--- config.mk ---
export PLATFORM = sky130hd
export DESIGN_NAME = pkt_recv_module
export DESIGN_NICKNAME = d
export VERILOG_FILES = /design/src/rtl/pkt_recv_module.sv
export SDC_FILE = /design/constraint.sdc
export NUM_CORES = 1
export LEC_CHECK = 0
export ABC_AREA = 1
export ABC_CLOCK_PERIOD_IN_PS = 4900
export BUFFER_PORTS_ARGS = -buffer_cell sky130_fd_sc_hd__buf_2
export CAP_MARGIN = 10
export CORE_MARGIN = 8
export CORE_UTILIZATION = 59
export DETAILED_ROUTE_END_ITERATION = 16
export PLACE_DENSITY = 0.89
export SLEW_MARGIN = 20
export SYNTH_ARGS = -nofsm -noshare
export SYNTH_HDL_FRONTEND = slang
export SYNTH_SLANG_ARGS = --single-unit
--- constraint.sdc ---
create_clock -name clk -period 4.9 [get_ports clk]
set_input_delay 1.47 -clock clk [delete_from_list [all_inputs] [get_ports clk]]
set_output_delay 1.47 -clock clk [all_outputs]
set_load 0.005 [all_outputs]
--- src/rtl/pkt_recv_module.sv ---
`default_nettype none
// ============================================================================
// Module   : pkt_recv_module
// Purpose  : Per-port packet receiver/checker. Parses the header beat of each
//            packet on the rd_* stream, accumulates payload beat count and a
//            16-bit checksum, then reports completion, decoded header fields,
//            error flags and running good/bad packet counts.
// Ports    : clk, rst          - clock, asynchronous active-high reset
//            rx_en             - permits acceptance of new packets
//            rd_sop/eop/vld    - beat framing and valid
//            rd_data           - beat data (header or payload)
//            ready             - beat acceptance
//            pkt_done          - one-cycle completion pulse
//            pkt_err           - {framing, checksum, length, destination}
//            pkt_dest/priority - header fields of the last reported packet
//            pkt_length        - payload beats received (saturating)
//            pkt_cnt/err_cnt   - wrapping good/bad packet counters
// Revision : 1.0 - initial release
// ============================================================================
module pkt_recv_module #(
    parameter int DATA_WIDTH     = 32,
    parameter int PORT_ID        = 0,
    parameter int WIDTH_SEL      = 3,
    parameter int WIDTH_PRIORITY = 3,
    parameter int WIDTH_LENGTH   = 9
) (
    input  logic                      clk,
    input  logic                      rst,
    input  logic                      rx_en,
    input  logic                      rd_sop,
    input  logic                      rd_eop,
    input  logic                      rd_vld,
    input  logic [DATA_WIDTH-1:0]     rd_data,
    output logic                      ready,
    output logic                      pkt_done,
    output logic [3:0]                pkt_err,
    output logic [WIDTH_SEL-1:0]      pkt_dest,
    output logic [WIDTH_PRIORITY-1:0] pkt_priority,
    output logic [WIDTH_LENGTH-1:0]   pkt_length,
    output logic [15:0]               pkt_cnt,
    output logic [15:0]               err_cnt
);

    // Header bit offsets, LSB first: dest, priority, length, checksum.
    localparam int c_off_pri  = WIDTH_SEL;
    localparam int c_off_len  = WIDTH_SEL + WIDTH_PRIORITY;
    localparam int c_off_csum = WIDTH_SEL + WIDTH_PRIORITY + WIDTH_LENGTH;
    localparam logic [WIDTH_SEL-1:0] c_port = WIDTH_SEL'(PORT_ID);

    typedef enum logic [1:0] {
        S_IDLE  = 2'd0,
        S_RECV  = 2'd1,
        S_DRAIN = 2'd2,
        S_DONE  = 2'd3
    } state_t;

    state_t                    state_q, state_d;
    logic [WIDTH_SEL-1:0]      hdr_dest_q, hdr_dest_d;
    logic [WIDTH_PRIORITY-1:0] hdr_pri_q,  hdr_pri_d;
    logic [WIDTH_LENGTH-1:0]   hdr_len_q,  hdr_len_d;
    logic [15:0]               hdr_csum_q, hdr_csum_d;
    logic [WIDTH_LENGTH-1:0]   cnt_q,      cnt_d;
    logic [15:0]               acc_q,      acc_d;
    // nohdr: current frame started without a header (stray beats); only the
    // framing flag is meaningful for such a frame.
    logic                      nohdr_q,    nohdr_d;
    // pend: a header-only packet arrived as a mid-packet sop together with
    // eop; its report is issued from DONE, after the aborted packet's report.
    logic                      pend_q,     pend_d;

    logic                      pkt_done_q;
    logic [3:0]                pkt_err_q;
    logic [WIDTH_SEL-1:0]      pkt_dest_q;
    logic [WIDTH_PRIORITY-1:0] pkt_priority_q;
    logic [WIDTH_LENGTH-1:0]   pkt_length_q;
    logic [15:0]               pkt_cnt_q;
    logic [15:0]               err_cnt_q;

    // Report request and the values it is checked against.
    logic                      rep_vld;
    logic [WIDTH_SEL-1:0]      rep_dest;
    logic [WIDTH_PRIORITY-1:0] rep_pri;
    logic [WIDTH_LENGTH-1:0]   rep_len;
    logic [15:0]               rep_csum;
    logic [WIDTH_LENGTH-1:0]   rep_cnt;
    logic [15:0]               rep_acc;
    logic                      rep_frame;
    logic                      rep_nohdr;
    logic [3:0]                rep_err;

    logic                      w_ready;
    logic                      w_accept;
    logic [WIDTH_SEL-1:0]      w_beat_dest;
    logic [WIDTH_PRIORITY-1:0] w_beat_pri;
    logic [WIDTH_LENGTH-1:0]   w_beat_len;
    logic [15:0]               w_beat_csum;
    logic [WIDTH_LENGTH-1:0]   w_cnt_inc;
    logic                      w_unused;

    assign w_beat_dest = rd_data[c_off_pri-1:0];
    assign w_beat_pri  = rd_data[c_off_len-1:c_off_pri];
    assign w_beat_len  = rd_data[c_off_csum-1:c_off_len];
    assign w_beat_csum = rd_data[c_off_csum+15:c_off_csum];
    assign w_unused    = &{1'b0, rd_data};

    // Saturating payload beat counter.
    assign w_cnt_inc = (cnt_q == '1) ? cnt_q : cnt_q + 1'b1;

    always_comb begin
        w_ready = 1'b0;
        case (state_q)
            S_IDLE:  w_ready = rx_en;
            S_RECV,
            S_DRAIN: w_ready = 1'b1;
            default: w_ready = 1'b0;
        endcase
    end

    // ready is forced low while reset is asserted, not just after it.
    assign ready    = w_ready & ~rst;
    assign w_accept = rd_vld & w_ready;

    always_comb begin
        state_d    = state_q;
        hdr_dest_d = hdr_dest_q;
        hdr_pri_d  = hdr_pri_q;
        hdr_len_d  = hdr_len_q;
        hdr_csum_d = hdr_csum_q;
        cnt_d      = cnt_q;
        acc_d      = acc_q;
        nohdr_d    = nohdr_q;
        pend_d     = pend_q;
        rep_vld    = 1'b0;
        rep_dest   = hdr_dest_q;
        rep_pri    = hdr_pri_q;
        rep_len    = hdr_len_q;
        rep_csum   = hdr_csum_q;
        rep_cnt    = cnt_q;
        rep_acc    = acc_q;
        rep_frame  = 1'b0;
        rep_nohdr  = nohdr_q;

        case (state_q)
            S_IDLE: begin
                if (w_accept) begin
                    cnt_d = '0;
                    acc_d = '0;
                    if (rd_sop) begin
                        hdr_dest_d = w_beat_dest;
                        hdr_pri_d  = w_beat_pri;
                        hdr_len_d  = w_beat_len;
                        hdr_csum_d = w_beat_csum;
                        nohdr_d    = 1'b0;
                        if (rd_eop) begin
                            rep_vld   = 1'b1;
                            rep_dest  = w_beat_dest;
                            rep_pri   = w_beat_pri;
                            rep_len   = w_beat_len;
                            rep_csum  = w_beat_csum;
                            rep_cnt   = '0;
                            rep_acc   = '0;
                            rep_nohdr = 1'b0;
                            state_d   = S_DONE;
                        end else begin
                            state_d = S_RECV;
                        end
                    end else begin
                        // Stray beat: no header to check against.
                        hdr_dest_d = '0;
                        hdr_pri_d  = '0;
                        hdr_len_d  = '0;
                        hdr_csum_d = '0;
                        nohdr_d    = 1'b1;
                        if (rd_eop) begin
                            rep_vld   = 1'b1;
                            rep_dest  = '0;
                            rep_pri   = '0;
                            rep_len   = '0;
                            rep_csum  = '0;
                            rep_cnt   = '0;
                            rep_acc   = '0;
                            rep_frame = 1'b1;
                            rep_nohdr = 1'b1;
                            state_d   = S_DONE;
                        end else begin
                            state_d = S_DRAIN;
                        end
                    end
                end
            end

            S_RECV, S_DRAIN: begin
                if (w_accept) begin
                    if (rd_sop) begin
                        // Unexpected sop: close the open frame as a framing
                        // error and start the new packet in the same cycle.
                        rep_vld    = 1'b1;
                        rep_frame  = 1'b1;
                        hdr_dest_d = w_beat_dest;
                        hdr_pri_d  = w_beat_pri;
                        hdr_len_d  = w_beat_len;
                        hdr_csum_d = w_beat_csum;
                        cnt_d      = '0;
                        acc_d      = '0;
                        nohdr_d    = 1'b0;
                        if (rd_eop) begin
                            pend_d  = 1'b1;
                            state_d = S_DONE;
                        end else begin
                            state_d = S_RECV;
                        end
                    end else if (state_q == S_RECV) begin
                        cnt_d = w_cnt_inc;
                        acc_d = acc_q + rd_data[15:0];
                        if (rd_eop) begin
                            rep_vld = 1'b1;
                            rep_cnt = w_cnt_inc;
                            rep_acc = acc_q + rd_data[15:0];
                            state_d = S_DONE;
                        end
                    end else if (rd_eop) begin
                        rep_vld   = 1'b1;
                        rep_frame = 1'b1;
                        state_d   = S_DONE;
                    end
                end
            end

            default: begin
                state_d = S_IDLE;
                if (pend_q) begin
                    rep_vld = 1'b1;
                    pend_d  = 1'b0;
                end
            end
        endcase
    end

    always_comb begin
        rep_err = {rep_frame, 3'b000};
        if (!rep_nohdr) begin
            rep_err[0] = (rep_dest != c_port);
            rep_err[1] = (rep_cnt != rep_len);
            rep_err[2] = (rep_acc != rep_csum);
        end
    end

    always_ff @(posedge clk or posedge rst) begin
        if (rst) begin
            state_q        <= S_IDLE;
            hdr_dest_q     <= '0;
            hdr_pri_q      <= '0;
            hdr_len_q      <= '0;
            hdr_csum_q     <= '0;
            cnt_q          <= '0;
            acc_q          <= '0;
            nohdr_q        <= 1'b0;
            pend_q         <= 1'b0;
            pkt_done_q     <= 1'b0;
            pkt_err_q      <= '0;
            pkt_dest_q     <= '0;
            pkt_priority_q <= '0;
            pkt_length_q   <= '0;
            pkt_cnt_q      <= '0;
            err_cnt_q      <= '0;
        end else begin
            state_q    <= state_d;
            hdr_dest_q <= hdr_dest_d;
            hdr_pri_q  <= hdr_pri_d;
            hdr_len_q  <= hdr_len_d;
            hdr_csum_q <= hdr_csum_d;
            cnt_q      <= cnt_d;
            acc_q      <= acc_d;
            nohdr_q    <= nohdr_d;
            pend_q     <= pend_d;
            pkt_done_q <= rep_vld;
            if (rep_vld) begin
                pkt_err_q      <= rep_err;
                pkt_dest_q     <= rep_dest;
                pkt_priority_q <= rep_pri;
                pkt_length_q   <= rep_cnt;
                if (rep_err == 4'b0000) begin
                    pkt_cnt_q <= pkt_cnt_q + 16'd1;
                end else begin
                    err_cnt_q <= err_cnt_q + 16'd1;
                end
            end
        end
    end

    assign pkt_done     = pkt_done_q;
    assign pkt_err      = pkt_err_q;
    assign pkt_dest     = pkt_dest_q;
    assign pkt_priority = pkt_priority_q;
    assign pkt_length   = pkt_length_q;
    assign pkt_cnt      = pkt_cnt_q;
    assign err_cnt      = err_cnt_q;

endmodule
`default_nettype wire

==> flow_summary.ini <==
[timing]
worst_clock_skew_ns = 0.01031
maxSlewHeadroom = 0.5058
setup_violations = 0
rsz0062_at_grt = false
total_negative_slack_for_setup_checks_ns = 0
fin_ws_ns = 0.9416
fmax_ghz = 0.2526
final.period_utilization = 0.8078
drv_slew = 0
post-route-min-period_ns = 3.958
timing_hold_violations_final = 0
worst-slew-pin-transition_ns = 0.7413

[synth]
synth.cell_area_mm2 = 0.007582
ys_async_sr_fraction = 1.000
synthesized_flop_and_latch_total = 112
mean_cell_area_of_the_mapped_netlist_um2 = 6.912
yosys.cell_types.count = 44
yosysSeqAreaShare = 0.3696
syn_nets = 1157
synth_largest_area_cell = sky130_fd_sc_hd__dfrtp_1
synthesis.yosys.warnings = 0
syn-instance-count = 1097
ys.flop_type = sky130_fd_sc_hd__dfrtp_1
synth.area.top_cells = sky130_fd_sc_hd__dfrtp_1 (37%), sky130_fd_sc_hd__nand2_1 (19%), sky130_fd_sc_hd__nand3_1 (6.5%)
post-synth-top-area-fraction = 0.3696
synth_enable_flop_cells = 0

[clock_tree]
number_of_buffers_added_by_the_clock_tree_synthesis_step = 9
cts.root.buffer_cell = sky130_fd_sc_hd__clkbuf_16
clk_transition_reported_paths_ns = 0.08
hold_buffers = 0
htreeDepth = 3
clk_latency_ns = 0.36
cts.sinks = 112
post_cts_resized = 0
tritoncts = built
postCtsSetupRepairBufs = 0
max-clock-path-buffers = 2

[grt]
grt_pass1_wl_um = 33390
grt_antenna_before_repair = 0
first_global_vias = 7034
grt_start_max_net_pins = 57
grt_residual_overflow = 0
global_route.usage.total = 0.2477

[drt]
drt-total-wl_um = 20330
num_vias = 7668
vias_per_cell = 5.693
ant_nets = 0
drt_pass1_iterations = 5
detail_route.iter0.violations = 761
wl_per_cell_um = 15.09
final_routed_drc_violation_total = 0

[layout]
drive_gt1_frac = 0.1277
antennaDiodeCount = 0
fillerInstances = 1043
fin_util = 0.6716
syn2layout_area_growth_pct = 11.32
final_common_cell = sky130_fd_sc_hd__nand2_1
register_area_mm2 = 0.002803
multi_input_area_mm2 = 0.004168
final_cell_mix = sky130_fd_sc_hd__nand2_1 (385), sky130_fd_sc_hd__dfrtp_1 (112), sky130_fd_sc_hd__inv_1 (109)
finalInstanceArea_mm2 = 0.008441
finish.net_count = 1231

[place]
post-dp-hpwl_um = 15140
post_dp_cell_area_mm2 = 0.008169
placement.io_buffers = 89
gp_congestion = 0.9360
dpl_worst_slack_ns = 0.6185

[setup_path]
critical_path_arrival_ns = 4.26
crit_type = input pin to flip-flop
worst_setup_path_end_kind = flip-flop
crit_path_max_fanout = 17
worstSetupStartpointType = input pin
critical_path_required_ns = 5.20

[floorplan]
fp.dieW_um = 129.4
std_cell_rows = 41
io-pin-count = 91
floorplan.die_area_mm2 = 0.01674
design.core.area_mm2 = 0.01257
initial_utilization = 0.6033
die_height_um = 129.4

[status]
status = finished clean

[pwr]
pwr_density_cell_mw_per_mm2 = 564.0
max-vdd-ir-drop_mv = 0.3776
total_leakage_power_uw = 0.004481

[job]
cap_viol_max_count = 0

[hold_path]
hold_class = flip-flop to flip-flop
-- cell usage after synthesis, types with 3 or more instances --
library cell	instances
sky130_fd_sc_hd__o22ai_1	10
sky130_fd_sc_hd__nand3_1	99
sky130_fd_sc_hd__nand3b_1	8
sky130_fd_sc_hd__nand4_1	23
sky130_fd_sc_hd__nand3_4	3
sky130_fd_sc_hd__a31oi_1	10
sky130_fd_sc_hd__o21ai_1	10
sky130_fd_sc_hd__clkbuf_1	19
sky130_fd_sc_hd__o21ai_0	83
sky130_fd_sc_hd__dfrtp_1	112
sky130_fd_sc_hd__nand2_4	3
sky130_fd_sc_hd__buf_4	4
sky130_fd_sc_hd__a22oi_1	5
sky130_fd_sc_hd__nand2_2	8
sky130_fd_sc_hd__a21oi_1	21
sky130_fd_sc_hd__inv_1	110
sky130_fd_sc_hd__xnor2_1	18
sky130_fd_sc_hd__nand2_1	385
sky130_fd_sc_hd__nor2_1	64
sky130_fd_sc_hd__xor2_1	18
sky130_fd_sc_hd__o31ai_1	3
sky130_fd_sc_hd__inv_2	6
sky130_fd_sc_hd__buf_6	3
sky130_fd_sc_hd__nor3_1	13
sky130_fd_sc_hd__ha_1	21
sky130_fd_sc_hd__buf_2	7
sky130_fd_sc_hd__buf_1	4
sky130_fd_sc_hd__nor4_1	5
-- per-stage QoR --
step / power (uW) / instances / hold WS (ns)
after floorplan: 3313 / 1097 / 0.4654
after global placement: 3940 / 1332 / 0.4742
after detailed placement: 4019 / 1332 / 0.4810
after CTS: 4722 / 1347 / 0.4990
after global routing: 5147 / 1347 / 0.5169
final: 4760 / 1347 / 0.4981
-- layout make-up --
class / count / share of cell area
inverter: 117 / 0.05248
tap: 172 / 0.02550
sequential: 112 / 0.3320
timing repair buffer: 100 / 0.06404
clock buffer: 9 / 0.02668
multi-input combinational: 831 / 0.4938
clock inverter: 6 / 0.005485
-- flip-flops by register name, summed over array words and instances, names as in the netlist --
register      count
acc_q            16
err_cnt          16
hdr_csum_q       16
pkt_cnt          16
cnt_q             9
hdr_len_q         9
pkt_length        9
pkt_err           4
hdr_dest_q        3
hdr_pri_q         3
pkt_dest          3
pkt_priority      3
state_q           2
nohdr_q           1
pend_q            1
pkt_done          1
-- critical path, stage by stage --
cell and delay (ns):
sky130_fd_sc_hd__buf_2 0.12, sky130_fd_sc_hd__ha_1 0.18, sky130_fd_sc_hd__inv_1 0.06, sky130_fd_sc_hd__fa_1 0.40, sky130_fd_sc_hd__inv_1 0.11, sky130_fd_sc_hd__nand3_1 0.08
sky130_fd_sc_hd__nand2_1 0.13, sky130_fd_sc_hd__nand2_1 0.08, sky130_fd_sc_hd__nand2_1 0.09, sky130_fd_sc_hd__nand2_1 0.07, sky130_fd_sc_hd__nand3_1 0.10, sky130_fd_sc_hd__nand2_1 0.08
sky130_fd_sc_hd__nand2_1 0.06, sky130_fd_sc_hd__nand2_1 0.05, sky130_fd_sc_hd__nor2_1 0.09, sky130_fd_sc_hd__nand2_1 0.07, sky130_fd_sc_hd__nor3_1 0.18, sky130_fd_sc_hd__nand3_1 0.16
sky130_fd_sc_hd__nand2_2 0.16, sky130_fd_sc_hd__nand2_4 0.16, sky130_fd_sc_hd__nand2_4 0.20, sky130_fd_sc_hd__nand2_1 0.08, sky130_fd_sc_hd__nand2_1 0.07
-- routing by layer --
layer	up-vias	wire length, um	part of all wire	global-route usage
met1	3539	8639	0.43	0.3228
li1	3728	-	-	-
met2	353	9301	0.46	0.4023
met5	-	0	0	0
met4	0	582	0.029	0.1071
met3	48	1803	0.089	0.03657
-- path summary, 6_finish.rpt --
| check | endpoint | slack (ns) | startpoint | cells past startpoint |
|---|---|---|---|---|
| worst max register to register | pkt_cnt[12] | 1.31 | state_q[0] | 17 |
| worst min register to register | pkt_dest[2] | 0.50 | pkt_dest[2] | 2 |
| worst min-delay path | pkt_dest[2] | 0.50 | pkt_dest[2] | 2 |
| min in group asynchronous | state_q[0] | 1.25 | rst | 2 |
| worst max-delay path | err_cnt[5] | 0.94 | rd_data[0] | 23 |
| max in group asynchronous | pkt_cnt[8] | 2.79 | rst | 3 |
-- report_power, final --
part / switching [uW] / internal, uW
sequential: 186 / 1220
combinational: 1800 / 851
clock: 361 / 346
-- cell families (layout without fill, tap and decap cells) --
| kind of cell | count (synthesis) | in the layout | share of synthesized area |
|---|---|---|---|
| DFF | 112 | 112 | 0.3696 |
| xor gates and xnor gates | 36 | 36 | 0.04158 |
| and+or+nand+nor | 623 | 623 | 0.3591 |
| buffers and inverters | 154 | 232 | 0.08251 |
| AOI/OAI and AO/OA | 149 | 149 | 0.1084 |
| muxes | 1 | 1 | 0.001485 |
| adders and majority gates | 22 | 22 | 0.03729 |
No activity file was read; power rests on OpenSTA's default activity.
